**src/rtl/bt_pkg.sv**
```systemverilog
// Shared definitions for the balanced-ternary calculator sequencer:
// trit encodings, FSM states and operand-frame layout.
package bt_pkg;

  localparam int TRIT_W    = 2;
  localparam int NUM_TRITS = 4;
  localparam int FRAME_W   = TRIT_W * NUM_TRITS;

  localparam logic [TRIT_W-1:0] TRIT_NEG  = 2'b01;
  localparam logic [TRIT_W-1:0] TRIT_ZERO = 2'b11;
  localparam logic [TRIT_W-1:0] TRIT_POS  = 2'b10;
  localparam logic [TRIT_W-1:0] TRIT_ILL  = 2'b00;

  // Operand frame layout: arrival order x1, x0, y1, y0 fills low to high.
  localparam int X1_LSB = 0;
  localparam int X0_LSB = 2;
  localparam int Y1_LSB = 4;
  localparam int Y0_LSB = 6;

  localparam logic [FRAME_W-1:0] FRAME_RESET = 8'hFF;

  typedef enum logic [2:0] {
    S_IDLE,
    S_LOAD,
    S_EXEC,
    S_HOLD,
    S_ERR
  } state_e;

  function automatic int slot_lsb(input logic [1:0] idx);
    case (idx)
      2'd0:    return X1_LSB;
      2'd1:    return X0_LSB;
      2'd2:    return Y1_LSB;
      default: return Y0_LSB;
    endcase
  endfunction

endpackage

```
**src/rtl/bt_calc_sequencer_if.sv**
```systemverilog
// Trit input stream and result handshake of the calculator sequencer.
interface bt_calc_sequencer_if;
  import bt_pkg::*;

  logic [TRIT_W-1:0]  trit_in;
  logic               trit_valid;
  logic               trit_ready;
  logic [FRAME_W-1:0] res_data;
  logic               res_err;
  logic               res_valid;
  logic               res_ready;

  modport master (
    output trit_in, trit_valid, res_ready,
    input  trit_ready, res_data, res_err, res_valid
  );

  modport slave (
    input  trit_in, trit_valid, res_ready,
    output trit_ready, res_data, res_err, res_valid
  );

endinterface

```
**src/rtl/bt_trit_check.sv**
```systemverilog
// Flags the one trit encoding that carries no value.
module bt_trit_check
  import bt_pkg::*;
(
  input  logic [TRIT_W-1:0] trit,
  output logic              illegal
);

  assign illegal = (trit == TRIT_ILL);

endmodule

```
**src/rtl/bt_calc_sequencer.sv**
```systemverilog
// Collects four trits into an operand frame for an external combinational
// calculator, waits EXEC_CYCLES, then hands the captured result off.
module bt_calc_sequencer
  import bt_pkg::*;
#(
  parameter int EXEC_CYCLES = 1
) (
  input  logic               clk,
  input  logic               rst_n,
  bt_calc_sequencer_if.slave bus,
  output logic [FRAME_W-1:0] calc_in,
  input  logic [FRAME_W-1:0] calc_out,
  output logic [7:0]         op_count
);

  localparam logic [3:0] EXEC_LOAD = 4'(EXEC_CYCLES);
  localparam logic [1:0] LAST_IDX  = 2'(NUM_TRITS - 1);

  state_e             state_q, state_d;
  logic [1:0]         idx_q;
  logic [3:0]         cnt_q;
  logic               err_q;
  logic               ready_q;
  logic               res_err_q;
  logic [FRAME_W-1:0] res_data_q;
  logic               ill_trit;
  logic               accept;
  logic               last_trit;
  logic               exec_done;
  logic               handoff;
  logic               res_valid;

  bt_trit_check u_trit_check (
    .trit    (bus.trit_in),
    .illegal (ill_trit)
  );

  assign accept    = bus.trit_valid && ready_q;
  assign last_trit = accept && (idx_q == LAST_IDX);
  assign exec_done = (state_q == S_EXEC) && (cnt_q == 4'd0);
  assign handoff   = res_valid && bus.res_ready;

  always_ff @(posedge clk or negedge rst_n) begin
    if (!rst_n) state_q <= S_IDLE;
    else        state_q <= state_d;
  end

  always_comb begin
    state_d   = state_q;
    res_valid = 1'b0;
    case (state_q)
      S_IDLE: if (accept) state_d = S_LOAD;
      S_LOAD: if (last_trit) state_d = S_EXEC;
      S_EXEC: if (cnt_q == 4'd0) state_d = err_q ? S_ERR : S_HOLD;
      S_HOLD, S_ERR: begin
        res_valid = 1'b1;
        if (bus.res_ready) state_d = S_IDLE;
      end
      default: state_d = S_IDLE;
    endcase
  end

  // trit_ready is registered from the next state so it stays low during
  // reset and rises on the first edge after release.
  always_ff @(posedge clk or negedge rst_n) begin
    if (!rst_n) begin
      ready_q    <= 1'b0;
      calc_in    <= FRAME_RESET;
      idx_q      <= 2'd0;
      err_q      <= 1'b0;
      cnt_q      <= 4'd0;
      res_data_q <= '0;
      res_err_q  <= 1'b0;
      op_count   <= 8'd0;
    end else begin
      ready_q <= (state_d == S_IDLE) || (state_d == S_LOAD);
      if (accept) begin
        calc_in[slot_lsb(idx_q) +: TRIT_W] <= bus.trit_in;
        idx_q <= idx_q + 2'd1;
        err_q <= err_q | ill_trit;
      end
      if (last_trit) begin
        cnt_q <= EXEC_LOAD;
      end else if ((state_q == S_EXEC) && (cnt_q != 4'd0)) begin
        cnt_q <= cnt_q - 4'd1;
      end
      if (exec_done) begin
        res_data_q <= err_q ? '0 : calc_out;
        res_err_q  <= err_q;
      end
      if (handoff) begin
        op_count  <= op_count + 8'd1;
        err_q     <= 1'b0;
        res_err_q <= 1'b0;
        idx_q     <= 2'd0;
      end
    end
  end

  assign bus.trit_ready = ready_q;
  assign bus.res_valid  = res_valid;
  assign bus.res_data   = res_data_q;
  assign bus.res_err    = res_err_q;

endmodule
```
**src/flat_wrapper.sv**
```systemverilog
// flat-port wrapper written by rule: the top's interface ports become plain ports
module bt_calc_sequencer_flat import bt_pkg::*;
#(
  parameter int EXEC_CYCLES = 1
)
  (clk, rst_n, calc_in, calc_out, op_count, bus_trit_in, bus_trit_valid, bus_res_ready, bus_trit_ready, bus_res_data, bus_res_err, bus_res_valid);
  bt_calc_sequencer_if bus_i ();
  input  logic clk;
  input  logic rst_n;
  output logic [FRAME_W-1:0] calc_in;
  input  logic [FRAME_W-1:0] calc_out;
  output logic [7:0] op_count;
  input wire logic [$bits(bus_i.trit_in)-1:0] bus_trit_in;
  input wire logic [$bits(bus_i.trit_valid)-1:0] bus_trit_valid;
  input wire logic [$bits(bus_i.res_ready)-1:0] bus_res_ready;
  output wire logic [$bits(bus_i.trit_ready)-1:0] bus_trit_ready;
  output wire logic [$bits(bus_i.res_data)-1:0] bus_res_data;
  output wire logic [$bits(bus_i.res_err)-1:0] bus_res_err;
  output wire logic [$bits(bus_i.res_valid)-1:0] bus_res_valid;
  assign bus_i.trit_in = bus_trit_in;
  assign bus_i.trit_valid = bus_trit_valid;
  assign bus_i.res_ready = bus_res_ready;
  assign bus_trit_ready = bus_i.trit_ready;
  assign bus_res_data = bus_i.res_data;
  assign bus_res_err = bus_i.res_err;
  assign bus_res_valid = bus_i.res_valid;
  bt_calc_sequencer #(.EXEC_CYCLES(EXEC_CYCLES)) u_core (.clk(clk), .rst_n(rst_n), .bus(bus_i), .calc_in(calc_in), .calc_out(calc_out), .op_count(op_count));
endmodule
```
**config.mk**
```make
export PLATFORM = sky130hd
export DESIGN_NAME = bt_calc_sequencer_flat
export DESIGN_NICKNAME = d
export VERILOG_FILES = /design/src/rtl/bt_pkg.sv /design/src/rtl/bt_calc_sequencer_if.sv /design/src/rtl/bt_trit_check.sv /design/src/rtl/bt_calc_sequencer.sv /design/src/flat_wrapper.sv
export SDC_FILE = /design/constraint.sdc
export NUM_CORES = 1
export LEC_CHECK = 0
export CORE_UTILIZATION = 50
export CTS_CLUSTER_DIAMETER = 120
export DETAILED_ROUTE_END_ITERATION = 8
export PLACE_DENSITY_LB_ADDON = 0.3
export SLEW_MARGIN = 40
export SYNTH_ARGS = -nofsm -noshare
export SYNTH_HDL_FRONTEND = slang
export SYNTH_SLANG_ARGS = --single-unit
export TNS_END_PERCENT = 1
```
**constraint.sdc**
```tcl
create_clock -name clk -period 1.9 [get_ports clk]
set_input_delay 0.19 -clock clk [delete_from_list [all_inputs] [get_ports clk]]
set_output_delay 0.19 -clock clk [all_outputs]
set_load 0.02 [all_outputs]
```
==> run summary <==
status -> completed
Rel. slew slack -> 0.699
Setup CP Type -> flip-flop to flip-flop
First-pass DRT Iterations -> 4
first-pass GRT wire length -> 7140 um
R2R setup slack -> 140 ps
minimum clock period -> 1760 ps
count leader, synth -> dfrtp_1
r2r worst-path depth -> 5
RSZ-0062 raised after global routing -> false
die area -> 3910 sq um
htree depth -> 2
Pleak -> 0.962 nW
Sequential Power Share -> 0.400
fin. max-slew vios -> 0
CP top delay family -> simple AND/OR/NAND/NOR gates
fillers -> 281
routability cong. -> 0.787
placed instance area -> 2300 sq um
prevailing post-synth register cell -> dfrtp_1
clk sinks -> 36
Fmax -> 567 MHz
number of flops mapped to enable cells by yosys -> 0
net count after synthesis -> 201
antenna-violating nets left -> 0
Setup crit end kind -> flip-flop
I/O pin cnt -> 41
Synthesis Warnings -> 0
Die X -> 62.5 um
via count -> 1,517
pre-CTS WS -> 172 ps
worst-margin pin slew -> 450 ps
met2 Track Usage GR -> 0.425
sw frac -> 0.394
total CTS buffers -> 5
Detail Placement HPWL -> 3050 um
GR Util met1 -> 0.275
Clock Tree Buf Depth -> 2
CP peak stage delay -> 490 ps
vias in the first global route -> 1,612
ys async rst share -> 1.00
worst-path fanout max -> 3
Synth top cells by count -> dfrtp_1, o21ai_0, ha_1, nand2_1, nand2b_1
P_sw -> 1.33 mW
post-DR vias/cell -> 5.64
Startpoint Class -> flip-flop
drt wl/cell -> 15.3 um
worst-skew pair later-pin latency -> 350 ps
root buf cell -> clkbuf_4
largest area contributor in the netlist -> dfrtp_1
top-area cell type share of the netlist area -> 0.383
final core occ -> 0.695
Initial Util -> 0.536
crit-path cells -> inv_1 -> ha_1 -> or3b_2 -> o31ai_1 -> nor4_1
Yosys cell types -> 39
port bufs -> 40
final non-filler cell total -> 269
worst ir drop on vdd -> 0.784 mV
number of synthesized register bits -> 36
Worst EP arrival -> 1990 ps
Worst R2R End -> u_core.bus.trit_ready
Synth area leaders -> dfrtp_1, dfstp_2, ha_1
worst setup margin -> 136 ps
gr ovfl total -> 0
Rows -> 21
GR Util met3 -> 0.0474
placed insts -> 261
worst endpoint required time -> 2120 ps
share of the yosys chip area belonging to registers -> 0.498
clk slew on worst S/H paths -> 110 ps
max_cap viols -> 0
final setup violation count -> 0
mapped cell area -> 1830 sq um
slowest CP cell -> or3b_2
clock share of power -> 0.155
final net count -> 246
Initial DRC Count -> 124
Internal -> 2.05 mW
WL final -> 4130 um
DRC -> 0
syn_area_per_cell -> 10.3 sq um
initial antenna violation count -> 0
fin area -> 2370 sq um
Tightest Hold Check Type -> input pin to asynchronous set/reset pin
share of cells above drive strength 1 -> 0.121
Top Usage Layer GRT -> met2
All-Layer GR Usage -> 0.236
sum of negative setup slack -> 0 ps
synth-to-layout area growth -> 29.7%
Core ar. -> 3420 sq um
CTS tree -> done
crit share post-route -> 0.928
pwr/cell area -> 1430 nW/um^2
Buf/Inv on CP -> 1
Critical R2R Launch -> u_core.cnt_q[0]
Ant. Diodes -> 0
Logic pwr share -> 0.446
Mapped Cells -> 177
Hold Fails Final Rpt -> 0
Die Y -> 62.5 um
largest net degree at the start of global routing -> 37
skew final -> 12.4 ps
==> cells in the final DEF, fill, tap and decap left out, drive strengths merged, types with 4 or more instances in the layout <==
cell type,synthesis,layout
dfrtp,28,28
clkbuf,6,6
clkdlybuf4s50,0,39
o31ai,4,4
inv,6,6
nand3,8,8
nand2,10,10
dfstp,8,8
ha,10,10
nand2b,10,10
a21oi,6,6
nor2,7,7
xnor2,7,7
o21ai,24,24
buf,4,8
==> metrics by stage <==
stage	power [mW]	hold WS, ps
3_5_place_dp	2.88	465
6_report	3.39	241
3_3_place_gp	2.79	459
2_1_floorplan	2.22	-106
5_1_grt	3.61	290
4_1_cts	3.41	249
==> flip-flops by register name, summed over array words and instances (netlist names) <==
register               flops
u_core.idx_q               2
u_core.bus.trit_ready      1
u_core.bus.res_data        8
u_core.cnt_q               4
u_core.err_q               1
u_core.op_count            8
u_core.calc_in             8
u_core.bus.res_err         1
u_core.state_q             3
==> routing by layer <==
metal / vias to the layer above / wire (um)
met4: 0 / 23
met2: 29 / 2140
met5: - / 0
met1: 761 / 1810
met3: 2 / 155
li1: 725 / -
==> power by group through the flow <==
stage	combinational (mW)	clock [mW]	sequential, mW
global placement	1.45	0	1.34
finish	1.51	0.524	1.36
CTS	1.52	0.536	1.35
detailed placement	1.52	0	1.36
global route	1.64	0.562	1.40
floorplan	0.743	0	1.47
==> layout make-up <==
cell class | instances | area [sq um] | share of cell area
Sequential cell | 36 | 911 | 0.384
Multi-Input combinational cell | 125 | 848 | 0.357
Clock inverter | 2 | 35.0 | 0.0148
Clock buffer | 6 | 41.3 | 0.0174
Tap cell | 46 | 57.6 | 0.0242
Timing Repair Buffer | 48 | 459 | 0.193
Inverter | 6 | 22.5 | 0.00948
==> worst max-delay path by stage <==
stage,from,to,slack [ps],cells after the start
floorplan,u_core.cnt_q[0],u_core.state_q[1],210,5
global placement,u_core.cnt_q[0],u_core.bus.res_data[2],260,6
detailed placement,u_core.cnt_q[0],u_core.bus.trit_ready,170,5
CTS,u_core.bus.trit_ready,bus_trit_ready,130,1
global route,u_core.cnt_q[0],u_core.bus.trit_ready,20,5
finish,u_core.cnt_q[0],u_core.bus.trit_ready,140,5
==> timing repair <==
action	in CTS	in global routing
hold buffers	0	0
buffers inserted	0	0
gates resized for setup	1	0
setup endpoints to repair	1	0
==> cells by family (layout without fill, tap and decap cells) <==
logic type	count (synthesis)	after routing	share of synthesized area
AOI/OAI and AO/OA	46	46	0.153
muxes	1	1	0.00615
buffers and inverters	16	62	0.0390
adders and majority gates	10	10	0.0684
xor gates and xnor gates	8	8	0.0383
DFF	36	36	0.498
and+or+nand+nor	60	60	0.198
Note: power is estimated with default switching activity, not from simulation.
